`src/rtl/vector_sub_arbiter.sv`:
```
// vector_sub_arbiter: round-robin arbiter that feeds four requesters into
// a single shared three-component signed vector subtractor (IDLE/CALC/OUT FSM).
// Optional build macro: VSA_FIXED_PRIORITY_EN selects lowest-index-wins
// arbitration instead of round-robin.

// One signed component difference; wraps modulo 2^COMP_W, no saturation.
module vsa_comp_sub #(
  parameter int COMP_W = 19
) (
  input  logic [COMP_W-1:0] a,
  input  logic [COMP_W-1:0] b,
  output logic [COMP_W-1:0] d
);
  assign d = a - b;
endmodule

module vector_sub_arbiter #(
  parameter int NUM_REQ = 4,
  parameter int COMP_W  = 19
) (
  input  logic                          clk,
  input  logic                          rst_n,
  input  logic [NUM_REQ-1:0]            req_valid,
  output logic [NUM_REQ-1:0]            req_ready,
  input  logic [NUM_REQ*3*COMP_W-1:0]   req_vec_a,
  input  logic [NUM_REQ*3*COMP_W-1:0]   req_vec_b,
  output logic                          res_valid,
  input  logic                          res_ready,
  output logic [3*COMP_W-1:0]           res_vector,
  output logic [$clog2(NUM_REQ)-1:0]    res_id,
  output logic                          busy
);
  localparam int VEC_W = 3 * COMP_W;
  localparam int ID_W  = $clog2(NUM_REQ);

  typedef enum logic [1:0] {IDLE, CALC, OUT} state_e;

  state_e                   state, state_nxt;
  logic [ID_W-1:0]          ptr;
  logic                     gnt_any;
  logic [ID_W-1:0]          gnt_idx;
  logic                     grant;
  logic [2:0][COMP_W-1:0]   a_q, b_q, diff;
  logic [ID_W-1:0]          id_q;

  // Arbitration: pick the winner among valid requesters.
  // Scanning from high to low lets the last hit (the lowest candidate) win.
  always_comb begin
    gnt_any = 1'b0;
    gnt_idx = '0;
`ifdef VSA_FIXED_PRIORITY_EN
    for (int i = NUM_REQ - 1; i >= 0; i--) begin
      if (req_valid[i]) begin
        gnt_any = 1'b1;
        gnt_idx = ID_W'(i);
      end
    end
`else
    for (int k = NUM_REQ - 1; k >= 0; k--) begin
      // ID_W-bit add wraps 3 -> 0 for the power-of-two requester count
      if (req_valid[ptr + ID_W'(k)]) begin
        gnt_any = 1'b1;
        gnt_idx = ptr + ID_W'(k);
      end
    end
`endif
  end

  // FSM state register.
  always_ff @(posedge clk or negedge rst_n) begin
    if (!rst_n) state <= IDLE;
    else        state <= state_nxt;
  end

  // FSM next state; grant only happens in IDLE.
  always_comb begin
    state_nxt = state;
    grant     = 1'b0;
    case (state)
      IDLE: if (gnt_any) begin
        grant     = 1'b1;
        state_nxt = CALC;
      end
      CALC: state_nxt = OUT;
      OUT:  if (res_ready) state_nxt = IDLE;
      default: state_nxt = IDLE;
    endcase
  end

  // Ready is combinational with the grant; forced low while reset is held.
  assign req_ready = (grant && rst_n) ? (NUM_REQ'(1) << gnt_idx) : '0;

  // Latch the winner's operands and index, advance the round-robin pointer.
  always_ff @(posedge clk or negedge rst_n) begin
    if (!rst_n) begin
      a_q  <= '0;
      b_q  <= '0;
      id_q <= '0;
      ptr  <= '0;
    end else if (grant) begin
      a_q  <= req_vec_a[gnt_idx*VEC_W +: VEC_W];
      b_q  <= req_vec_b[gnt_idx*VEC_W +: VEC_W];
      id_q <= gnt_idx;
      ptr  <= gnt_idx + ID_W'(1);
    end
  end

  // Shared subtractor, one instance per component so borrows never cross.
  for (genvar c = 0; c < 3; c++) begin : g_comp
    vsa_comp_sub #(.COMP_W(COMP_W)) u_sub (
      .a (a_q[c]),
      .b (b_q[c]),
      .d (diff[c])
    );
  end

  // Capture the difference in CALC; held through OUT.
  always_ff @(posedge clk or negedge rst_n) begin
    if (!rst_n)             res_vector <= '0;
    else if (state == CALC) res_vector <= diff;
  end

  assign res_valid = (state == OUT);
  assign res_id    = id_q;
  assign busy      = (state != IDLE);

endmodule

```
`config.mk`:
```
export PLATFORM = sky130hd
export DESIGN_NAME = vector_sub_arbiter
export DESIGN_NICKNAME = d
export VERILOG_FILES = /design/src/rtl/vector_sub_arbiter.sv
export SDC_FILE = /design/constraint.sdc
export NUM_CORES = 1
export LEC_CHECK = 0
export BUFFER_PORTS_ARGS = -buffer_cell sky130_fd_sc_hd__buf_2
export CORE_AREA = 2 2 204 206
export CTS_BUF_LIST = sky130_fd_sc_hd__clkbuf_8
export CTS_CLUSTER_SIZE = 16
export DETAILED_ROUTE_END_ITERATION = 10
export DIE_AREA = 0 0 206 208
export HOLD_SLACK_MARGIN = 0.06
export MAX_ROUTING_LAYER = met4
export SYNTH_ARGS = -nofsm -noshare
export SYNTH_HDL_FRONTEND = slang
export SYNTH_HIERARCHICAL = 1
export SYNTH_SLANG_ARGS = --single-unit
```
`constraint.sdc`:
```
create_clock -name clk -period 2.13 [get_ports clk]
set_input_delay 0.1065 -clock clk [delete_from_list [all_inputs] [get_ports clk]]
set_output_delay 0.1065 -clock clk [all_outputs]
set_load 0.02 [all_outputs]
```
# Word level (Yosys, flattened, before mapping)

Cells that the tools add are included.

Add/subtract/negate cells: 7
$mul: 1
Magnitude comparators: 4
Eq/ne operators: 4
Shift operators: 3
Multiplexer cells: 22
Reduce and logical (&&, ||, !) cells: 4

Operators with widths:

| cell                                                                          | count |
|---|---|
| 228-bit by 9-bit variable part select with 57-bit output                      | 2 |
| 19-bit subtractor                                                             | 3 |
| 2-bit by 3-bit less-than comparator with 1-bit output (second input constant) | 4 |
| 2-bit 2-to-1 mux                                                              | 6 |
| 1-bit 2-to-1 mux                                                              | 10 |
| 1-bit binary-select mux with 2-bit select                                     | 4 |
| 2-bit by 6-bit multiplier with 8-bit output (second input constant)           | 1 |
| 2-bit one-hot mux with 3 select lines                                         | 1 |
| 2-bit by 1-bit adder with 2-bit output (second input constant)                | 2 |
| 2-bit adder (second input constant)                                           | 2 |
| 4-bit 2-to-1 mux                                                              | 1 |
| 1-bit by 2-bit << shifter with 4-bit output (first input constant)            | 1 |
| 2-bit by 1-bit == test with 1-bit output (second input constant)              | 1 |
| 2-bit == test (second input constant)                                         | 1 |
| 2-bit logical NOT                                                             | 1 |
| 2-bit by 1-bit != test with 1-bit output (second input constant)              | 1 |
| 2-bit != test (second input constant)                                         | 1 |
| 2-bit AND reduction                                                           | 1 |
| 2-bit nonzero test                                                            | 1 |
| 1-bit logical AND                                                             | 1 |

Register bits after elaboration: 177
Word-level logic and storage cells: 55

# Logic depth before layout (Yosys ltp)

Gate-level depths: netlist of run 1.

Depth in word-level cells: 11
Depth in mapped cells: 10
Mapped depth without buffers: 10

# Modules after synthesis

The synthesis of run 1 kept the hierarchy.

Modules (own cells, without submodules):

| module             | times used | cells an instance | area each (µm²) | sequential area each (µm²) |
|---|---|---|---|---|
| vector_sub_arbiter | 1          | 796               | 9506.6          | 4429.2 |
| vsa_comp_sub       | 3          | 159               | 1074.8          | 0.0 |

# Worst setup path after synthesis of run 1

No wires, ideal clock.

Kind: reg-to-reg
Start point: register a_q[38] (netlist name)
End point: register res_vector[54]
Library setup time: 0.125 ns
Arrival time: 2.163 ns
Data required time: 2.005 ns
Setup slack: -0.158 ns
Stages on the path, launching flop included: 11
Path buffers: 0
Period minus slack after synthesis: 2.288 ns
Cells stage by stage: dfrtp_1 -> inv_1 -> ha_1 -> inv_1 -> fa_1 -> a21o_1 -> a221oi_2 -> o21ai_1 -> a21oi_1 -> xnor2_1 -> mux2_2

RTL lines:

| element                | line | source |
|---|---|---|
| start, declared        | 43   | `logic [2:0][COMP_W-1:0] a_q, b_q, diff;` |
| start signal, assigned | 101  | `a_q <= req_vec_a[gnt_idx*VEC_W +: VEC_W];` |
| end signal, assigned   | 120  | `else if (state == CALC) res_vector <= diff;` |
| end, declared          | 29   | `output logic [3*COMP_W-1:0] res_vector,` |

==> results of run 1 <==
## worst max-delay path by stage
stage / from / endpoint / depth (start not counted)
finish: a_q[38]$_DFFE_PN0P_ / res_vector[56]$_DFFE_PN0N_ / 11
global route: a_q[38]$_DFFE_PN0P_ / res_vector[56]$_DFFE_PN0N_ / 11
CTS: a_q[19]$_DFFE_PN0P_ / res_vector[31]$_DFFE_PN0N_ / 11
detailed placement: a_q[38]$_DFFE_PN0P_ / res_vector[54]$_DFFE_PN0N_ / 10
global placement: a_q[38]$_DFFE_PN0P_ / res_vector[50]$_DFFE_PN0N_ / 10
floorplan: a_q[38]$_DFFE_PN0P_ / res_vector[50]$_DFFE_PN0N_ / 10
## logic make-up (layout without fill, tap and decap cells)
family | Yosys count | in the layout | synth area share (%)
mux | 285 | 285 | 22.97
compound gates | 279 | 279 | 16.87
simple gates | 264 | 264 | 9.474
flops | 177 | 177 | 34.79
buf+inv | 162 | 1242 | 6.742
fa+ha+maj | 57 | 57 | 5.779
xor+xnor | 49 | 49 | 3.371
other cells | 0 | 2 | 0
## state kept, by name, indices dropped and copies added (netlist names)
register	flops
a_q	57
b_q	57
ptr	2
res_id	2
res_vector	57
state	2
## routing by layer
metal	wire [um]	track usage (%)	share of wire [%]	vias to the layer above
li1	-	-	-	6842
met1	22540	29.32	39	7183
met2	27830	43.07	48	815
met3	3892	5.216	6.7	250
met4	3585	15.07	6.2	0
met5	0	-	0	-
## cells in the final DEF, fill, tap and decap left out, types with 8 or more instances in the layout
master         instances
a21oi_2               19
mux2_2                50
buf_12                 8
o21ai_0               19
inv_1                 70
buf_2                522
ha_1                  40
dlygate4sd3_1        459
xnor2_1               33
a21oi_1               39
dfrtp_1              175
o21ai_2                8
mux2i_1              220
nand2b_1               8
clkbuf_8              21
a21o_1                10
xor2_1                15
nor3_2                 9
buf_6                 13
buf_4                127
ha_4                  11
o221ai_1             108
nand3_1               13
nand2_1              159
o21a_1                15
nor2_1                26
## cell usage after synthesis, drive strengths merged (15+ instances only)
| library cell | count | area, um2 |
|---|---|---|
| a21oi | 58 | 290.3 |
| buf | 57 | 464.2 |
| clkbuf | 30 | 112.6 |
| dfrtp | 177 | 4429 |
| ha | 54 | 675.7 |
| inv | 75 | 281.5 |
| mux2 | 57 | 641.9 |
| mux2i | 228 | 2282 |
| nand2 | 162 | 613.1 |
| nand3 | 15 | 75.07 |
| nor2 | 27 | 101.4 |
| nor3 | 17 | 115.1 |
| o21a | 18 | 135.1 |
| o21ai | 32 | 160.2 |
| o221ai | 114 | 1036 |
| xnor2 | 34 | 297.8 |
| xor2 | 15 | 131.4 |
## power by group
part / internal [mW] / leakage, nW / switching [mW] / total [mW]
Sequential: 5.16 / 2.14 / 1.16 / 6.32
Combinational: 12.2 / 8.67 / 13.4 / 25.6
Clock: 1.26 / 0.219 / 1.37 / 2.64
## cell type report
type                    count  area (um2)
fillers                  3312       17890
repair buffers           1135        8631
multi-input cells         934        8209
flip-flops and latches    177        4432
well taps                 532       665.6
inverters                  75       286.5
clock buffers              20       275.3
clock inverters            12       156.4
diodes                      2       5.005
## repair_timing
item	4_1_cts	5_1_grt
buffers inserted	16	20
cloned	3	1
pin swaps	17	33
endpoints found under the hold margin	292	3
endpoints found under the setup margin	33	126
hold buffers	459	3
resized for setup	44	125
## critical path, cell delays in order, from the launching register on
cell and delay, ps:
dfrtp_1 400, inv_2 80, ha_4 140, inv_2 40, fa_2 330, a21o_1 200, a221oi_4 230, buf_6 170
nor4b_2 60, nor3_2 210, xnor2_1 90, mux2_2 260
==> impl_metrics.tcl, run 1 <==
set metrics [dict create \
    irDropWorstVdd_mv 0.8610 \
    total_power_mw 34.57 \
    synthCells 1273 \
    port_buffers 527 \
    hold_class "input port to asynchronous set/reset pin" \
    track_usage_pct 26.15 \
    initial_core_util_pct 31.39 \
    critical_path_class "flip-flop to flip-flop" \
    fin_setup_tns_ps -2500 \
    dieWidth_um 206 \
    worst-path-max-fanout 4 \
    routed_wl_mm 57.84 \
    via_count 15090 \
    period_minus_slack_ps 2327 \
    fin_crit_sh_pct 109.3 \
    area_growth_pct 78.00 \
    rrSetupSlack_ps -200 \
    drive_above_1_share_pct 37.99 \
    grt_overflow_total 0 \
    core_um2 40550 \
    r2r_cells 11 \
    dp_cells 2357 \
    synth_seq_area_share_pct 34.79 \
    top_level_ports 528 \
    synth_edf_count 0 \
    final-max-slew-violation-count 0 \
    place.gp.congestion 0.8556 \
    clockBufferDepth 2 \
    synth_cell_types 52 \
    route.detailed.wl_per_inst_um 20.04 \
    power_leakage_nw 11.03 \
    syn_area_um2 12730 \
    critPathArrivalTime_ps 2700 \
    ant_nets 0 \
    p_per_area_nw_per_um2 1526 \
    via_per_inst 5.227 \
    crit_path_end_kind "flip-flop" \
    max_slew.worst_pin.slew_ps 604.8 \
    async_reset_ff_share_pct 100.0 \
    die_h_um 208 \
    fmax_mhz 429.7 \
    dpl-instance-area_um2 16500 \
    layout.nets 2860 \
    grt_pass1_wl_mm 85.67 \
    die-area_um2 42850 \
    drtIter0Drc 890 \
    required_ps 2500 \
    num_rows 74 \
    dp_hpwl_mm 33.20 \
    pre_cts_slack_ps -279.3 \
    synth_ff_type "dfrtp_1" \
    avgSynthCellArea_um2 10.00 \
    status "complete, but fails checks" \
    finClkSkew_ps 21.01 \
    clock-sinks 177 \
    failed_checks "negative setup slack" \
    maxSlewHeadroom_pct 59.68 \
    synth-seq-cells 177 \
    cp-start-kind "flip-flop" \
    r2r-start "a_q[38]$_DFFE_PN0P_" \
    cts.clk_slew.worst_paths_ps 100 \
    synth_nets 1793 \
    setup_violations 20 \
    final_area_um2 22660 \
    grt_setup_unrepaired "yes" \
    whs_ps 260.2 \
    grt_pass1_vias 16290 \
    drc 0 \
    grt_max_degree 121 \
    setup_ws_ps -197.5 \
    drv_cap 0 \
    tritoncts "built" \
    first_pass_iters 5 \
    cts_root_buffer "clkbuf_8" \
    rr_endpoint "res_vector[56]$_DFFE_PN0N_" \
    cts_buffers 17 \
    htreeDepth 4 \
    finish.utilization_pct 55.88 \
    finalHoldViolCount 0 \
    insertion_delay_ps 500 \
    antenna_found_initial 1 \
    ys_warn_count 6 \
    fin_cells 2887 \
]
Note: power is estimated with default switching activity, not from simulation.
==> run 2, diff against run 1 <==
Settings changed: SKIP_LAST_GASP set to 1.
==> run 2 against run 1 <==
Compared with the run above: first-iteration DRC count up 5.2%; highest routed layer unchanged; critical path depth did not move; combinational power about the same; the run still ends with negative setup slack left.
==> impl_metrics.tcl, run 2 (synthesized netlist as in run 1, its figures left out) <==
set metrics [dict create \
    status "complete, but fails checks" \
    failed_checks "negative setup slack" \
    pre_cts_slack_ps -279.3 \
    path_delay_family "adder cells" \
    grt_overflow_total 0 \
    clock-sinks 177 \
    worst-path-max-fanout 4 \
    crit_top_cell "inv_2" \
    required_ps 2500 \
    num_rows 74 \
    period_minus_slack_ps 2328 \
    max_slew.worst_pin.slew_ps 593.1 \
    route.detailed.wl_per_inst_um 20.01 \
    maxSlewHeadroom_pct 60.46 \
    dieWidth_um 206 \
    fmax_mhz 429.5 \
    area_growth_pct 78.00 \
    clockBufferDepth 2 \
    insertion_delay_ps 500 \
    critPathArrivalTime_ps 2700 \
    setup_ws_ps -198.1 \
    grt_pass1_vias 16290 \
    p_per_area_nw_per_um2 1525 \
    slowest_delay_ps 400 \
    cp_cell_sequence "inv_2 -> ha_4 -> inv_2 -> fa_2 -> a21o_1 -> a221oi_4 -> buf_6 -> nor4b_4 -> nor3_2 -> xnor2_1 -> mux2_4" \
    multi_input_area_um2 8200 \
    port_buffers 527 \
    place.gp.congestion 0.8556 \
    finClkSkew_ps 21.08 \
    setup_violations 22 \
    top_level_ports 528 \
    cp-start-kind "flip-flop" \
    fin_cells 2889 \
    track_usage_pct 26.15 \
    hold_class "input port to asynchronous set/reset pin" \
    layout.nets 2861 \
    final-max-slew-violation-count 0 \
    ant_nets 0 \
    dp_hpwl_mm 33.20 \
    final-seq-area_um2 4432 \
    grt_setup_unrepaired "yes" \
    slowest_stage "dfrtp_1" \
    largest_registers "a_q (57), b_q (57), res_vector (57)" \
    critical_path_class "flip-flop to flip-flop" \
    htreeDepth 4 \
    dp_cells 2357 \
    power_leakage_nw 11.05 \
    drc 0 \
    initial_core_util_pct 31.39 \
    die_h_um 208 \
    drive_above_1_share_pct 37.81 \
    core_um2 40550 \
    drv_cap 0 \
    fin_crit_sh_pct 109.3 \
    grt_pass1_wl_mm 85.67 \
    die-area_um2 42850 \
    grt_max_degree 121 \
    final_common_cell "buf_2" \
    drtIter0Drc 936 \
    cts_buffers 17 \
    routed_wl_mm 57.81 \
    finish.utilization_pct 55.88 \
    first_pass_iters 5 \
    total_power_mw 34.55 \
    via_per_inst 5.224 \
    irDropWorstVdd_mv 0.8587 \
    critical_path_buf_inv_count 3 \
    cts.clk_slew.worst_paths_ps 100 \
    via_count 15090 \
    finalHoldViolCount 0 \
    crit_path_end_kind "flip-flop" \
    cts_root_buffer "clkbuf_8" \
    fill_cells 3310 \
    tritoncts "built" \
    antenna_found_initial 1 \
    layout_common_cells "522 x buf_2, 459 x dlygate4sd3_1, 220 x mux2i_1" \
]
## run 2: metrics by stage
step                      setup TNS [ps]  hold slack (ps)  instance area, um2
after floorplan                   -749.0           -189.1               12770
after global placement             -2969           -72.07               16500
after detailed placement           -3911           -74.52               16500
after CTS                          -2117            180.8               21920
after global routing               -5290            250.2               22660
final                              -2696            257.3               22660
## run 2: timing repair
action,CTS,global route
cloned,3,1
hold buffers,459,3
resized for setup,42,127
pin swaps,17,38
endpoints found under the setup margin,33,126
setup buffers,16,21
endpoints found under the hold margin,292,3
## run 2: power breakdown
group / internal [mW] / switching, mW / leakage [nW] / total (mW)
clock network: 1.26 / 1.37 / 0.219 / 2.63
logic: 12.2 / 13.4 / 8.69 / 25.6
registers: 5.16 / 1.16 / 2.14 / 6.32
total: 18.7 / 15.9 / 11.0 / 34.6
## run 2: final cells by class
type / count / share of cell area, %
repair buffers: 1136 / 38.12
clock inverters: 12 / 0.6902
multi-input cells: 934 / 36.19
clock buffers: 20 / 1.215
flip-flops and latches: 177 / 19.56
well taps: 532 / 2.937
inverters: 75 / 1.264
diodes: 3 / 0.03313
## run 2: path summary, 6_finish.rpt
check,startpoint,to,slack [ps],cells past startpoint
worst max-delay path,a_q[38]$_DFFE_PN0P_,res_vector[56]$_DFFE_PN0N_,-200,11
worst min-delay path,rst_n,a_q[14]$_DFFE_PN0P_,260,3
worst max register to register,a_q[38]$_DFFE_PN0P_,res_vector[56]$_DFFE_PN0N_,-200,11
worst min register to register,res_id[0]$_DFFE_PN0P_,res_id[0]$_DFFE_PN0P_,490,1
max in group asynchronous,rst_n,a_q[24]$_DFFE_PN0P_,1380,3
min in group clk,req_valid[3],ptr[1]$_DFFE_PN0P_,260,5
## run 2: layer usage
metal / GRT usage (%) / wire [um]
met1: 29.32 / 22420
met2: 43.07 / 27830
met3: 5.216 / 4037
met4: 15.07 / 3527
met5: - / 0
## run 2: worst register-to-register path, delay by kind of cell (launching register included)
family                   cells  cell delay, ps
AO/OA/AOI/OAI                2             430
XOR/XNOR                     1              90
adder cells (fa/ha/maj)      2             470
buffers and inverters        3             300
flip-flops                   1             400
multiplexers                 1             270
AND/OR/NAND/NOR              2             270
==> run 3, diff against run 2 <==
Settings changed: RECOVER_POWER set to 50.
==> run 3 against run 2 <==
Compared with the run above: the flow still finishes with violations (negative setup slack); non-clock buffer count unchanged; combinational power about the same; critical path depth unchanged; clock-buffer cell count unchanged; via count increased by 0.11%; design area decreased by 0.26%; fmax about the same; global-route usage unchanged; clock skew about the same; die area unchanged; largest cell class unchanged; largest power group unchanged; highest routed layer unchanged.
==> impl_metrics.tcl, run 3 (synthesized netlist as in run 1, its figures left out) <==
set metrics [dict create \
    cts_root_buffer "clkbuf_8" \
    place.gp.congestion 0.8556 \
    top_level_ports 528 \
    crit_path_end_kind "flip-flop" \
    largest_registers "a_q (57), b_q (57), res_vector (57)" \
    fin_setup_tns_ps -2691 \
    fmax_mhz 429.1 \
    fin_crit_sh_pct 109.4 \
    met2_length_mm 27.88 \
    tritoncts "built" \
    dp_hpwl_mm 33.20 \
    insertion_delay_ps 500 \
    setup_violations 22 \
    finClkSkew_ps 21.18 \
    route.detailed.wl_per_inst_um 20.05 \
    final_common_cell "buf_2" \
    irDropWorstVdd_mv 0.8600 \
    worst-path-max-fanout 4 \
    slowest_delay_ps 400 \
    track_usage_pct 26.15 \
    cp_cell_sequence "inv_2 -> ha_4 -> inv_2 -> fa_2 -> a21o_1 -> a221oi_4 -> buf_6 -> nor4b_4 -> nor3_2 -> xnor2_1 -> mux2_4" \
    clock-sinks 177 \
    drv_cap 0 \
    core_um2 40550 \
    layout_common_cells "506 x buf_2, 459 x dlygate4sd3_1, 220 x mux2i_1" \
    die_h_um 208 \
    fin_cells 2887 \
    clockBufferDepth 2 \
    finalHoldViolCount 0 \
    met1_length_mm 22.43 \
    top_layer_used "met4" \
    initial_core_util_pct 31.39 \
    via_per_inst 5.233 \
    cts.clk_slew.worst_paths_ps 100 \
    antenna_found_initial 1 \
    area_growth_pct 77.53 \
    setup_ws_ps -200.3 \
    grt_pass1_wl_mm 85.67 \
    drtIter0Drc 904 \
    failed_checks "negative setup slack" \
    maxSlewHeadroom_pct 8.467 \
    grt_pass1_vias 16290 \
    grt_overflow_total 0 \
    first_pass_iters 6 \
    die-area_um2 42850 \
    wl_met3_mm 4.002 \
    num_rows 74 \
    ant_nets 0 \
    routed_wl_mm 57.88 \
    port_buffers 527 \
    path_delay_family "adder cells" \
    final_area_um2 22600 \
    power_leakage_nw 10.99 \
    drc 0 \
    critPathArrivalTime_ps 2700 \
    cts_buffers 17 \
    grt_setup_unrepaired "yes" \
    dp_cells 2357 \
    status "complete, but fails checks" \
    pre_cts_slack_ps -279.3 \
    crit_top_cell "inv_2" \
    final-max-slew-violation-count 0 \
    htreeDepth 4 \
    period_minus_slack_ps 2330 \
    critical_path_buf_inv_count 3 \
    dieWidth_um 206 \
    p_per_area_nw_per_um2 1528 \
    required_ps 2500 \
    dpl-instance-area_um2 16500 \
    slowest_stage "dfrtp_1" \
    via_count 15110 \
    layout.nets 2861 \
    critical_path_class "flip-flop to flip-flop" \
    drive_above_1_share_pct 37.09 \
    grt_max_degree 121 \
    finish.utilization_pct 55.73 \
    cp-start-kind "flip-flop" \
    hold_class "input port to flip-flop" \
    max_slew.worst_pin.slew_ps 1373 \
]
-- run 3: cell count changes in the layout (fill, tap and decap cells not counted) --
| cell | delta |
|---|---|
| clkbuf_1 | +17 |
| clkbuf_4 | +2 |
| clkbuf_8 | -1 |
| buf_12 | -2 |
| diode_2 | -2 |
| buf_2 | -16 |
-- run 3: power breakdown --
group / switching (mW) / total [mW] / internal, mW
sequential: 1.16 / 6.33 / 5.16
combinational: 13.4 / 25.6 / 12.2
clock: 1.36 / 2.63 / 1.26
total: 15.9 / 34.5 / 18.6
-- run 3: layout make-up --
class / instances / area, um2
Inverter: 75 / 286.5
Sequential cell: 177 / 4432
Antenna cell: 1 / 2.502
Clock inverter: 12 / 156.4
Timing Repair Buffer: 1136 / 8583
Clock buffer: 20 / 275.3
Tap cell: 532 / 665.6
Fill cell: 3320 / 17950
Multi-Input combinational cell: 934 / 8200
-- run 3: routing by layer --
metal	GRT usage (%)	vias up
met1	29.32	7174
met2	43.07	842
met4	15.07	0
met5	-	-
met3	5.216	248
li1	-	6845
-- run 3: worst reg2reg max path: stages, from the launching register on --
cell and delay [ps]:
dfrtp_1 400, inv_2 80, ha_4 140, inv_2 40, fa_2 330, a21o_1 200, a221oi_4 230, buf_6 170
nor4b_4 60, nor3_2 200, xnor2_1 90, mux2_4 270
-- run 3: repair_timing --
action,in CTS,in global routing
setup endpoints to repair,33,126
hold endpoints to repair,292,3
buffers inserted,16,21
hold buffers,459,3
resized for setup,42,127
gates cloned,3,1
pin swaps,17,38
-- run 3: final timing paths --
kind	start	cells past startpoint	slack [ps]	endpoint
worst max register to register	a_q[38]$_DFFE_PN0P_	11	-200	res_vector[56]$_DFFE_PN0N_
min in group asynchronous	rst_n	3	670	ptr[0]$_DFFE_PN0P_
worst max-delay path	a_q[38]$_DFFE_PN0P_	11	-200	res_vector[56]$_DFFE_PN0N_
worst min-delay path	req_valid[3]	5	260	ptr[1]$_DFFE_PN0P_
worst min register to register	b_q[9]$_DFFE_PN0P_	2	490	b_q[9]$_DFFE_PN0P_
max in group asynchronous	rst_n	3	370	a_q[1]$_DFFE_PN0P_
-- run 3: through the flow --
step	total power [mW]	hold WS, ps
after floorplan	20.88	-189.1
after global placement	27.10	-72.07
after detailed placement	27.39	-74.52
after CTS	32.03	180.8
after global routing	36.93	250.2
final	34.53	257.2
